--- src/rtl/mips32_pkg.sv ---
// Shared MIPS32 definitions: opcodes, instruction classes, memory requester ids
// and the arbiter priority-state encoding.
package mips32_pkg;

    // Opcodes of the teaching-subset MIPS32 core
    localparam logic [5:0] ADD  = 6'd0;
    localparam logic [5:0] SUB  = 6'd1;
    localparam logic [5:0] AND  = 6'd2;
    localparam logic [5:0] OR   = 6'd3;
    localparam logic [5:0] XOR  = 6'd4;
    localparam logic [5:0] SLT  = 6'd5;
    localparam logic [5:0] ADDI = 6'd6;
    localparam logic [5:0] LW   = 6'd7;
    localparam logic [5:0] SW   = 6'd8;
    localparam logic [5:0] BEQZ = 6'd9;

    // Instruction classes used by the decoder
    localparam logic [2:0] RR_ALU  = 3'd0;
    localparam logic [2:0] RM_ALU  = 3'd1;
    localparam logic [2:0] LOAD    = 3'd2;
    localparam logic [2:0] STORE   = 3'd3;
    localparam logic [2:0] BRANCH  = 3'd4;
    localparam logic [2:0] HALT    = 3'd5;

    // Requesters sharing the single memory port
    localparam logic REQ_IF = 1'b0;
    localparam logic REQ_DM = 1'b1;

    // Which requester wins a simultaneous request
    localparam logic PRI_DATA  = 1'b0;
    localparam logic PRI_FETCH = 1'b1;

    typedef enum logic {
        DATA_PRI  = PRI_DATA,
        FETCH_PRI = PRI_FETCH
    } pri_state_t;

    // Increment that sticks at the given limit
    function automatic logic [3:0] sat_inc(input logic [3:0] value, input logic [3:0] limit);
        return (value >= limit) ? limit : value + 4'd1;
    endfunction

endpackage

--- src/rtl/mips32_starve_ctr.sv ---
// Fetch starvation guard: counts consecutive denied fetch cycles and hands
// conflict priority to fetch once the count reaches MAX_WAIT, returning it to
// the data port as soon as fetch has been served.
module mips32_starve_ctr
    import mips32_pkg::*;
#(
    parameter int MAX_WAIT = 3
) (
    input  logic clk,
    input  logic rst,
    input  logic hold,
    input  logic if_req,
    input  logic if_gnt,
    output logic fetch_pri
);

    localparam logic [3:0] WAIT_LIM = 4'(MAX_WAIT);

    pri_state_t state;
    pri_state_t state_nxt;
    logic [3:0] wait_cnt;
    logic [3:0] wait_nxt;

    // Priority state and wait counter registers with synchronous reset
    always_ff @(posedge clk) begin
        if (rst) begin
            state    <= DATA_PRI;
            wait_cnt <= '0;
        end else begin
            state    <= state_nxt;
            wait_cnt <= wait_nxt;
        end
    end

    // Next-state logic; a held pipeline freezes both counter and priority
    always_comb begin
        state_nxt = state;
        wait_nxt  = wait_cnt;
        if (!hold) begin
            if (!if_req || if_gnt) begin
                wait_nxt = '0;
            end else begin
                wait_nxt = sat_inc(wait_cnt, WAIT_LIM);
            end
            case (state)
                DATA_PRI:  if (wait_nxt == WAIT_LIM) state_nxt = FETCH_PRI;
                FETCH_PRI: if (if_gnt) state_nxt = DATA_PRI;
                default:   state_nxt = DATA_PRI;
            endcase
        end
    end

    assign fetch_pri = (state == FETCH_PRI);

endmodule

--- src/rtl/mips32_mem_arbiter.sv ---
// Shares one single-port synchronous-read memory between instruction fetch and
// the data memory stage: one grant per cycle, data port preferred, fetch
// protected from starvation, read data returned one cycle after the grant.
module mips32_mem_arbiter
    import mips32_pkg::*;
#(
    parameter int ADDR_W   = 5,
    parameter int DATA_W   = 32,
    parameter int MAX_WAIT = 3
) (
    input  logic              clk,
    input  logic              rst,
    input  logic              hold,
    input  logic              if_req,
    input  logic [ADDR_W-1:0] if_addr,
    output logic              if_gnt,
    output logic              if_rvalid,
    output logic [DATA_W-1:0] if_rdata,
    input  logic              dm_req,
    input  logic              dm_we,
    input  logic [ADDR_W-1:0] dm_addr,
    input  logic [DATA_W-1:0] dm_wdata,
    output logic              dm_gnt,
    output logic              dm_rvalid,
    output logic [DATA_W-1:0] dm_rdata,
    output logic              mem_en,
    output logic              mem_we,
    output logic [ADDR_W-1:0] mem_addr,
    output logic [DATA_W-1:0] mem_wdata,
    input  logic [DATA_W-1:0] mem_rdata
);

    logic fetch_pri;
    logic winner;
    logic rd_if;
    logic rd_dm;

    mips32_starve_ctr #(
        .MAX_WAIT (MAX_WAIT)
    ) u_starve (
        .clk       (clk),
        .rst       (rst),
        .hold      (hold),
        .if_req    (if_req),
        .if_gnt    (if_gnt),
        .fetch_pri (fetch_pri)
    );

    assign winner = fetch_pri ? REQ_IF : REQ_DM;

    // Grant decision: nothing during reset or hold, a lone requester always wins
    always_comb begin
        if_gnt = 1'b0;
        dm_gnt = 1'b0;
        if (!rst && !hold) begin
            if (if_req && dm_req) begin
                if_gnt = (winner == REQ_IF);
                dm_gnt = (winner == REQ_DM);
            end else begin
                if_gnt = if_req;
                dm_gnt = dm_req;
            end
        end
    end

    // Memory port mux driven by whichever requester holds the grant
    always_comb begin
        mem_en    = if_gnt | dm_gnt;
        mem_we    = dm_gnt & dm_we;
        mem_addr  = '0;
        mem_wdata = '0;
        if (if_gnt) begin
            mem_addr = if_addr;
        end else if (dm_gnt) begin
            mem_addr = dm_addr;
            if (dm_we) mem_wdata = dm_wdata;
        end
    end

    // Remember who owns the read data arriving next cycle; stores need no return
    always_ff @(posedge clk) begin
        if (rst) begin
            rd_if <= 1'b0;
            rd_dm <= 1'b0;
        end else begin
            rd_if <= if_gnt;
            rd_dm <= dm_gnt & ~dm_we;
        end
    end

    // A reset arriving while a read is in flight drops that read's data
    assign if_rvalid = rd_if & ~rst;
    assign dm_rvalid = rd_dm & ~rst;
    assign if_rdata  = if_rvalid ? mem_rdata : '0;
    assign dm_rdata  = dm_rvalid ? mem_rdata : '0;

endmodule

--- config.mk ---
export PLATFORM = sky130hd
export DESIGN_NAME = mips32_mem_arbiter
export DESIGN_NICKNAME = d
export VERILOG_FILES = /design/src/rtl/mips32_pkg.sv /design/src/rtl/mips32_starve_ctr.sv /design/src/rtl/mips32_mem_arbiter.sv
export SDC_FILE = /design/constraint.sdc
export NUM_CORES = 1
export LEC_CHECK = 0
export CAP_MARGIN = 10
export CORE_AREA = 2 2 71 73
export DETAILED_ROUTE_END_ITERATION = 16
export DIE_AREA = 0 0 73 75
export PLACE_DENSITY = 0.86
export SYNTH_ARGS = -nofsm -noshare
export SYNTH_HDL_FRONTEND = slang
export SYNTH_SLANG_ARGS = --single-unit
--- constraint.sdc ---
create_clock -name clk -period 2.7 [get_ports clk]
set_input_delay 0.54 -clock clk [delete_from_list [all_inputs] [get_ports clk]]
set_output_delay 0.54 -clock clk [all_outputs]
set_load 0.02 [all_outputs]
==> metrics.md, run 1 <==
| Metric | Value |
|---|---|
| Outcome | `finished clean` |
| CTS Hold Bufs | `0` |
| Capturing element of the worst setup path | `mem_we` |
| All-layer global routing usage | `0.172` |
| Kind of capture point of the worst setup path | `primary output` |
| CTS Buffer Depth | `2` |
| Number of distinct library cell variants in the gate-level netlist after synthesis | `23` |
| Worst-case clock skew | `0.00638 ns` |
| Synth Register Bits | `7` |
| Number of buffers created by CTS | `3` |
| Register clock-pin slew on the reported worst setup and hold paths | `0.04 ns` |
| Placed Cells incl. Taps | `381` |
| Hold violation count in the final report | `0` |
| Routed wire length | `5.56 mm` |
| Max-Slew Margin vs Limit | `0.675` |
| Width of the die | `73 um` |
| NumNets Final | `416` |
| Cell area power density | `155 nW/um2` |
| Worst Hold Margin | `0.461 ns` |
| Maximum number of pins on one net before global-route repair | `34` |
| Max VDD drop | `0.000103 V` |
| Total number of clock tree sinks | `7` |
| Number of DRC violations after detailed routing | `0` |
| Arrival time of the worst setup path | `2.08 ns` |
| Number of antenna diodes | `0` |
| Share of power burned in the clock network | `0.302` |
| Internal power component | `357 uW` |
| Avg Inst Size Synth | `6.99 um2` |
| Most used routing layer | `met2` |
| Final max-slew violation count | `0` |
| Timing startpoint of the critical path | `hold` |
| Post-DR wirelength/cell | `14.3 um` |
| Insertion delay to the later sink of the worst-skew pair | `0.22 ns` |
| Vias/cell | `4.35` |
| First-iteration detailed-routing DRC count | `28` |
| Switching Power | `125 uW` |
| M3 GR Usage | `0.0335` |
| Crit path launch type | `primary input` |
| Via count of the first global-routing pass | `1587` |
| Worst Slack Setup Final | `0.0840 ns` |
| First-pass GRT wire length | `7.49 mm` |
| Layout overhead on the synthesized area | `206%` |
| Global route total overflow | `0` |
| Proportion of total power due to net switching | `0.259` |
| Synth Cell Area | `1010 um2` |
| Highest attainable clock frequency | `382 MHz` |
| CTS tree | `built` |
| HP Class | `flop to flop` |
| Commonest cells after routing, fill and taps aside | `and2_1 (98), clkdlybuf4s50_1 (82), dlymetal6s2s_1 (60)` |
| Cell taking the most area after synthesis | `and2_1` |
| Post-layout minimum cycle time | `2.62 ns` |
| Pwr Total | `482 uW` |
| Total core area | `4660 um2` |
| Vias | `1687` |
| Die Area | `5480 um2` |
| Top post-synthesis cells by area | `and2_1 (60%), dfxtp_1 (14%), a22o_1 (4.3%)` |
| Final-layout fill cell count | `393` |
| Register-to-Register Path Depth | `3` |
| Path type of the worst setup path | `primary input to primary output` |
| Synthesized instance count | `145` |
| Effective utilization at floorplan | `0.217` |
| DRT Pass-1 Iters | `4` |
| Post-Place Setup Slack | `-0.224 ns` |
| GR met2 Demand/Resource | `0.346` |
| Setup slack, reg-to-reg | `1.35 ns` |
| Worst Min Path Start | `u_starve.wait_cnt[1]` |
| Worst reg2reg startpoint | `u_starve.wait_cnt[0]` |
| Num rows | `25` |
| Detailed placer's ending HPWL | `4.51 mm` |
| Most common cell after layout, fill and taps aside | `and2_1` |
| IO buf count | `186` |
| Sequential element share of the synthesized area | `0.138` |
| Number of warnings reported in the yosys synthesis log | `0` |
| R2r endpoint | `u_starve.fetch_pri` |
| Detail Route Antenna Nets | `0` |
| Vertical die dimension | `75 um` |
| Post-route clock period utilization | `0.969` |
| Num ports | `187` |
| Final setup violation count | `0` |
| Max cap viols | `0` |
| Share of post-route cells with drive strength above 1 | `0.0928` |
| M1 GR Usage | `0.174` |
| Slew of the pin with the lowest slew margin | `0.476 ns` |
| Net count after synthesis | `226` |
| Share of total power in combinational logic | `0.477` |
| Endpoint required time on the critical path | `2.16 ns` |
| Final GP Congestion | `0.793` |
| Fraction of post-synthesis cell area in the top cell type by area | `0.605` |
| Root buf cell | `clkbuf_8` |
| H-Tree Level Count | `1` |
| Final standard cell count with taps included and fillers excluded | `388` |
| Share of power burned in registers | `0.221` |
| Leakage power figure | `2.43 nW` |
| Number of antenna violations at the first check in global routing | `0` |
| Maximum fanout count along the critical path | `5` |
## worst max-delay path, cell delays in order
cell and delay (ns):
clkdlybuf4s50_1 0.47, nor2_4 0.20, and4_4 0.26, clkdlybuf4s50_1 0.61
## metrics by stage
stage / instance area [um2] / setup TNS, ns / utilization
after detailed placement: 2970 / -7.72 / 0.637
after global routing: 3110 / -0.00151 / 0.666
final: 3110 / 0 / 0.666
after global placement: 2970 / -5.94 / 0.637
after CTS: 2990 / -2.84 / 0.642
after floorplan: 1010 / 0 / -
## repair_timing
action | CTS | global route
cloned | 2 | 0
buffers inserted | 1 | 0
setup endpoints to repair | 98 | 76
pin swaps | 1 | 0
gates resized for setup | 48 | 87
endpoints found under the hold margin | 0 | 0
## logic make-up after synthesis
kind of cell             share of synthesized area
AO/OA/AOI/OAI                               0.0741
adder cells (fa/ha/maj)                     0.0123
buffers and inverters                       0.0481
flip-flops                                   0.138
AND/OR/NAND/NOR                              0.727
## cells in the mapped netlist, drive strengths merged
cell,number
nor2,1
clkbuf,6
and4,1
a22o,5
nand3b,1
nor2b,5
o21ai,3
or3b,1
buf,4
nor4,2
nand2b,1
nor3,2
nand2,3
ha,1
dfxtp,7
o21a,1
and3,1
and2,98
inv,1
a2111oi,1
## flip-flops by register name, indices dropped and copies added, names as in the netlist
| register | cells |
|---|---|
| u_starve.fetch_pri | 1 |
| u_starve.wait_cnt | 4 |
| rd_dm | 1 |
| rd_if | 1 |
## worst min-delay path by stage
stage | depth (start not counted) | slack, ns | endpoint
final | 2 | 0.46 | u_starve.wait_cnt[1]
after floorplan | 2 | 0.43 | u_starve.wait_cnt[1]
after global routing | 2 | 0.48 | u_starve.wait_cnt[1]
after detailed placement | 2 | 0.46 | u_starve.wait_cnt[1]
after global placement | 2 | 0.44 | u_starve.wait_cnt[1]
after CTS | 2 | 0.46 | u_starve.wait_cnt[1]
## routing by layer
layer	wire length, um	part of all wire	up-vias
met5	0	0	-
met4	110	0.020	0
met3	498	0.090	6
met2	3030	0.55	116
met1	1910	0.34	723
li1	-	-	842
## power groups by stage
stage	logic [mW]	clock network [mW]	registers [mW]
final	0.230	0.146	0.106
after global routing	0.247	0.161	0.106
after CTS	0.234	0.150	0.106
after detailed placement	0.238	0	0.108
after global placement	0.235	0	0.108
after floorplan	0.0644	0	0.108
## cell type report
cell class | count | area (um2) | share of cell area
Tap cell | 54 | 67.6 | 0.0218
Timing Repair Buffer | 193 | 1990 | 0.641
Inverter | 1 | 3.75 | 0.00121
Sequential cell | 7 | 140 | 0.0451
Multi-Input combinational cell | 129 | 858 | 0.276
Clock buffer | 4 | 45.0 | 0.0145
Power figures use the tool's default switching activity.
==> run 2, diff against run 1 <==
--- a/config.mk
+++ b/config.mk
@@ -9,7 +9,7 @@
 export CORE_AREA = 2 2 71 73
 export DETAILED_ROUTE_END_ITERATION = 16
 export DIE_AREA = 0 0 73 75
-export PLACE_DENSITY = 0.86
+export PLACE_DENSITY = 0.89
 export SYNTH_ARGS = -nofsm -noshare
 export SYNTH_HDL_FRONTEND = slang
 export SYNTH_SLANG_ARGS = --single-unit
==> run 2 against run 1 <==
Compared with the run above: non-clock buffer count decreased by 1; largest cell class unchanged; clock skew fell by 0.0034 ns; first-iteration DRC count is 11% lower; sequential power barely moved; register-to-register slack about the same; fmax shrank 0.21%; flip-flop and latch count stayed put; sequential share of layout area increased by 0.29 points; worst hold slack better by 0.00087 ns; die area is the same; core utilization decreased by 4.1 points.
==> metrics.md, run 2 (synthesis gave the netlist of run 1 again) <==
| Metric | Value |
|---|---|
| Post-layout minimum cycle time | `2.62 ns` |
| Fraction of the core area covered by cells at the end of the flow | `0.626` |
| Register ranked first by flip-flop count | `u_starve.wait_cnt` |
| Detail Route Antenna Nets | `0` |
| Switching Power | `122 uW` |
| Share of post-route cells with drive strength above 1 | `0.0541` |
| Vertical die dimension | `75 um` |
| Register clock-pin slew on the reported worst setup and hold paths | `0.04 ns` |
| Routed wire length | `5.32 mm` |
| Number of buffers created by CTS | `3` |
| Vias | `1694` |
| NumNets Final | `415` |
| Placed Cells incl. Taps | `381` |
| Insertion delay to the later sink of the worst-skew pair | `0.22 ns` |
| Final max-slew violation count | `0` |
| Share of total power in combinational logic | `0.474` |
| Crit path launch type | `primary input` |
| Register-to-Register Path Depth | `3` |
| Arrival time of the worst setup path | `2.08 ns` |
| Worst-case clock skew | `0.00301 ns` |
| IO buf count | `186` |
| Layout overhead on the synthesized area | `188%` |
| Effective utilization at floorplan | `0.217` |
| Worst Slack Setup Final | `0.0784 ns` |
| Cell area after placement | `2970 um2` |
| Final standard cell count with taps included and fillers excluded | `387` |
| Endpoint required time on the critical path | `2.16 ns` |
| Maximum number of pins on one net before global-route repair | `34` |
| Max VDD drop | `0.0000906 V` |
| Root buf cell | `clkbuf_8` |
| All-layer global routing usage | `0.171` |
| Global route total overflow | `0` |
| Proportion of total power due to net switching | `0.257` |
| Maximum fanout count along the critical path | `33` |
| Total core area | `4660 um2` |
| Most common cell after layout, fill and taps aside | `dlygate4sd2_1` |
| Hold violation count in the final report | `0` |
| Width of the die | `73 um` |
| Hold Crit Depth | `2` |
| Final GP Congestion | `0.830` |
| CTS Buffer Depth | `2` |
| Post-DR wirelength/cell | `13.7 um` |
| Die Area | `5480 um2` |
| Share of power burned in the clock network | `0.302` |
| RSZ-0062 raised after global routing | `false` |
| Max-Slew Margin vs Limit | `0.685` |
| Outcome | `finished clean` |
| First-pass GRT wire length | `7.34 mm` |
| Vias/cell | `4.38` |
| Final setup violation count | `0` |
| Internal power component | `353 uW` |
| Max cap viols | `0` |
| Leakage power figure | `1.65 nW` |
| DRT Pass-1 Iters | `5` |
| Setup Buffers After CTS | `0` |
| CTS tree | `built` |
| Path type of the worst setup path | `primary input to primary output` |
| Detailed placer's ending HPWL | `4.52 mm` |
| HP Class | `flop to flop` |
| Highest attainable clock frequency | `381 MHz` |
| Post-route clock period utilization | `0.971` |
| Kind of capture point of the worst setup path | `primary output` |
| Post-Place Setup Slack | `-0.202 ns` |
| Num rows | `25` |
| Share of power burned in registers | `0.224` |
| CTS Hold Bufs | `0` |
| Number of DRC violations after detailed routing | `0` |
| Total number of clock tree sinks | `7` |
| Slew of the pin with the lowest slew margin | `0.460 ns` |
| Via count of the first global-routing pass | `1610` |
| First-iteration detailed-routing DRC count | `25` |
| Number of antenna diodes | `0` |
| Finished Cell Area | `2920 um2` |
| Number of antenna violations at the first check in global routing | `0` |
| Max reg flops | `4` |
| Num ports | `187` |
| H-Tree Level Count | `1` |
| Commonest cells after routing, fill and taps aside | `dlygate4sd2_1 (103), and2_1 (98), clkdlybuf4s50_1 (82)` |
| Cell area power density | `163 nW/um2` |
| Worst Hold Margin | `0.462 ns` |
## run 2: worst max-delay path: stages
cell	delay, ns
clkdlybuf4s50_1	0.53
nor2b_2	0.22
buf_12	0.18
clkdlybuf4s50_1	0.62
## run 2: final timing paths
kind / start / to / slack [ns]
max reg2reg: u_starve.wait_cnt[0] / u_starve.fetch_pri / 1.34
min reg2reg: u_starve.wait_cnt[1] / u_starve.wait_cnt[1] / 0.46
min: u_starve.wait_cnt[1] / u_starve.wait_cnt[1] / 0.46
max: rst / dm_rvalid / 0.08
## run 2: final cells by class
cell class / instances / area (um2)
timing repair buffer: 192 / 1800
fill: 430 / 1740
multi-input combinational: 129 / 857
sequential: 7 / 140
tap: 54 / 67.6
clock buffer: 4 / 45.0
inverter: 1 / 3.75
## run 2: routing by layer
| metal | part of all wire | GRT usage | vias up |
|---|---|---|---|
| met3 | 0.092 | 0.0402 | 4 |
| met5 | 0 | 0 | - |
| li1 | - | - | 842 |
| met2 | 0.57 | 0.350 | 115 |
| met4 | 0.0079 | 0.0535 | 0 |
| met1 | 0.33 | 0.166 | 733 |
## run 2: power groups by stage
stage          registers [mW]  logic, mW  clock network, mW
2_1_floorplan           0.108     0.0644                  0
3_3_place_gp            0.108      0.234                  0
3_5_place_dp            0.108      0.238                  0
4_1_cts                 0.106      0.227              0.147
5_1_grt                 0.106      0.241              0.153
6_report                0.106      0.225              0.143
## run 2: metrics by stage
| stage | total power, mW | TNS (ns) |
|---|---|---|
| floorplan | 0.172 | 0 |
| global placement | 0.342 | -6.34 |
| detailed placement | 0.346 | -8.69 |
| CTS | 0.480 | 0 |
| global route | 0.501 | 0 |
| finish | 0.475 | 0 |
## run 2: what timing repair did
| item | CTS | global route |
|---|---|---|
| resized for setup | 109 | 1 |
| pin swaps | 1 | 0 |
| gates cloned | 2 | 0 |
| setup endpoints to repair | 102 | 1 |
==> run 3, diff against run 2 <==
--- a/config.mk
+++ b/config.mk
@@ -5,11 +5,13 @@
 export SDC_FILE = /design/constraint.sdc
 export NUM_CORES = 1
 export LEC_CHECK = 0
+export ABC_AREA = 1
 export CAP_MARGIN = 10
-export CORE_AREA = 2 2 71 73
+export CORE_AREA = 2 2 74 76
+export CTS_CLUSTER_DIAMETER = 50
 export DETAILED_ROUTE_END_ITERATION = 16
-export DIE_AREA = 0 0 73 75
-export PLACE_DENSITY = 0.89
+export DIE_AREA = 0 0 76 78
+export PLACE_DENSITY = 0.86
 export SYNTH_ARGS = -nofsm -noshare
 export SYNTH_HDL_FRONTEND = slang
 export SYNTH_SLANG_ARGS = --single-unit
==> run 3 against run 2 <==
Compared with the run above: combinational power is 22% higher; register-to-register slack better by 0.23 ns; synthesized area is 16% higher; first-iteration DRC count is 20% higher; clock power hardly changed; design area is 6.9% higher; highest routed layer unchanged; critical path depth is 2 higher; synthesized cell count is 65% higher; flip-flop and latch count stayed put; die area is 8.3% higher; final cell count is 29% higher.
==> metrics.md, run 3 <==
| Metric | Value |
|---|---|
| Number of DRC violations after detailed routing | `0` |
| Post-layout minimum cycle time | `2.62 ns` |
| Primary FF master, synth | `dfxtp_1` |
| Global route total overflow | `0` |
| CTS tree | `built` |
| Max cap viols | `0` |
| Vertical die dimension | `78 um` |
| Post-route clock period utilization | `0.969` |
| Synthesized instance count | `239` |
| Synth Register Bits | `7` |
| Synth Cell Area | `1180 um2` |
| Cell taking the most area after synthesis | `nor2_1` |
| Endpoint required time on the critical path | `2.16 ns` |
| DRT Pass-1 Iters | `4` |
| CTS Hold Bufs | `0` |
| Number of distinct library cell variants in the gate-level netlist after synthesis | `17` |
| Net count after synthesis | `320` |
| H-Tree Level Count | `1` |
| Number of buffers created by CTS | `3` |
| Outcome | `finished clean` |
| Post-DR wirelength/cell | `11.3 um` |
| Avg Inst Size Synth | `4.93 um2` |
| Number of warnings reported in the yosys synthesis log | `0` |
| Vias/cell | `4.06` |
| Width of the die | `76 um` |
| Detailed placer's ending HPWL | `4.77 mm` |
| Total number of clock tree sinks | `7` |
| Effective utilization at floorplan | `0.234` |
| Max-Slew Margin vs Limit | `0.730` |
| R2r endpoint | `u_starve.fetch_pri` |
| Top post-synthesis cells by area | `nor2_1 (33%), nand2_1 (19%), inv_1 (12%)` |
| NumNets Final | `511` |
| Maximum number of pins on one net before global-route repair | `34` |
| Commonest cells after routing, fill and taps aside | `clkdlybuf4s50_1 (120), nor2_1 (104), nand2_1 (59)` |
| Number of antenna diodes | `0` |
| Total core area | `5040 um2` |
| Detail Route Antenna Nets | `0` |
| Via count of the first global-routing pass | `1894` |
| Insertion delay to the later sink of the worst-skew pair | `0.22 ns` |
| Root buf cell | `clkbuf_8` |
| Register-to-Register Path Depth | `7` |
| Capturing element of the worst setup path | `if_rdata[28]` |
| Commonest cells in the synthesized netlist | `nor2_1 (104), nand2_1 (59), inv_1 (39), dfxtp_1 (7), buf_8 (6)` |
| Path type of the worst setup path | `primary input to primary output` |
| Share of flip-flops with an asynchronous set or reset after synthesis | `0` |
| Final GP Congestion | `0.749` |
| Maximum fanout count along the critical path | `33` |
| Final-layout fill cell count | `470` |
| Sequential element share of the synthesized area | `0.119` |
| Fraction of the core area covered by cells at the end of the flow | `0.618` |
| All-layer global routing usage | `0.175` |
| Cell area after placement | `3080 um2` |
| IO buf count | `186` |
| Placed Cells incl. Taps | `493` |
| Register clock-pin slew on the reported worst setup and hold paths | `0.04 ns` |
| Post-synth EDFFs | `0` |
| Max reg flops | `4` |
| Timing startpoint of the critical path | `rst` |
| Register ranked first by flip-flop count | `u_starve.wait_cnt` |
| Worst-case clock skew | `0.00445 ns` |
| Most common cell after layout, fill and taps aside | `clkdlybuf4s50_1` |
| Pwr Total | `527 uW` |
| Slew of the pin with the lowest slew margin | `0.402 ns` |
| Die Area | `5930 um2` |
| Highest attainable clock frequency | `382 MHz` |
| Leakage power figure | `1.85 nW` |
| CTS Buffer Depth | `2` |
| Final max-slew violation count | `0` |
| Final standard cell count with taps included and fillers excluded | `499` |
| Number of antenna violations at the first check in global routing | `0` |
| Fraction of post-synthesis cell area in the top cell type by area | `0.331` |
| First-pass GRT wire length | `8.63 mm` |
| Cell area power density | `169 nW/um2` |
| First-iteration detailed-routing DRC count | `30` |
| Final setup violation count | `0` |
| Share of post-route cells with drive strength above 1 | `0.0606` |
| Kind of capture point of the worst setup path | `primary output` |
| Layout overhead on the synthesized area | `164%` |
| Setup slack, reg-to-reg | `1.57 ns` |
| HP Class | `flop to flop` |
| Finished Cell Area | `3120 um2` |
| Routed wire length | `5.64 mm` |
| Hold violation count in the final report | `0` |
| Num rows | `26` |
| Crit path launch type | `primary input` |
| Arrival time of the worst setup path | `2.08 ns` |
| Cell with the most instances after synthesis | `nor2_1` |
| Vias | `2024` |
| Max VDD drop | `0.000159 V` |
| Num ports | `187` |
| Worst reg2reg startpoint | `u_starve.wait_cnt[0]` |
| RSZ-0062 raised after global routing | `false` |
## run 3: timing repair
item / 4_1_cts / 5_1_grt
gates resized for setup: 59 / 9
endpoints found under the setup margin: 103 / 10
setup buffers: 2 / 0
## run 3: per-layer routing
metal  track usage  wire length, um  vias up
met5             0                0        -
met4        0.0400               57        0
met3        0.0442              511        6
met2         0.353             2970      123
met1         0.181             2100      843
li1              -                -     1052
## run 3: power by group
| group | internal (mW) | switching [mW] | total (mW) |
|---|---|---|---|
| sequential | 0.106 | 0.00197 | 0.108 |
| clock | 0.102 | 0.0423 | 0.144 |
| combinational | 0.160 | 0.115 | 0.275 |
| total | 0.367 | 0.159 | 0.527 |
## run 3: cells by family after synthesis
group | count (synthesis) | share of synthesized area
AND/OR/NAND/NOR | 173 | 0.601
buffers and inverters | 57 | 0.265
flip-flops | 7 | 0.119
AO/OA/AOI/OAI | 1 | 0.00424
adder cells (fa/ha/maj) | 1 | 0.0106
## run 3: through the flow
stage	hold slack [ns]	setup TNS [ns]	worst slack (ns)
final	0.443	0	0.0824
after detailed placement	0.437	-11.94	-0.203
after floorplan	0.417	0	0.818
after CTS	0.446	0	0.00113
after global placement	0.425	-8.50	-0.179
after global routing	0.481	0	0.00318
## run 3: critical path: stages
cell,delay [ns]
dlygate4sd2_1,0.32
inv_2,0.18
buf_12,0.13
nand2_8,0.13
nor2_1,0.14
clkdlybuf4s50_1,0.63
## run 3: worst min-delay path by stage
stage / start / to / slack, ns / depth (start not counted)
floorplan: u_starve.wait_cnt[3] / u_starve.wait_cnt[3] / 0.42 / 2
global placement: u_starve.wait_cnt[3] / u_starve.wait_cnt[3] / 0.43 / 2
CTS: u_starve.wait_cnt[3] / u_starve.wait_cnt[3] / 0.45 / 2
global route: u_starve.wait_cnt[3] / u_starve.wait_cnt[3] / 0.48 / 2
detailed placement: u_starve.wait_cnt[3] / u_starve.wait_cnt[3] / 0.44 / 2
finish: u_starve.wait_cnt[3] / u_starve.wait_cnt[3] / 0.44 / 2
## run 3: area by class of cell
| class | count | area (um2) | share of cell area |
|---|---|---|---|
| repair buffers | 200 | 1940 | 0.622 |
| multi-input cells | 175 | 743 | 0.238 |
| inverters | 43 | 161 | 0.0518 |
| flip-flops and latches | 7 | 140 | 0.0450 |
| well taps | 70 | 87.6 | 0.0281 |
| clock buffers | 4 | 45.0 | 0.0145 |
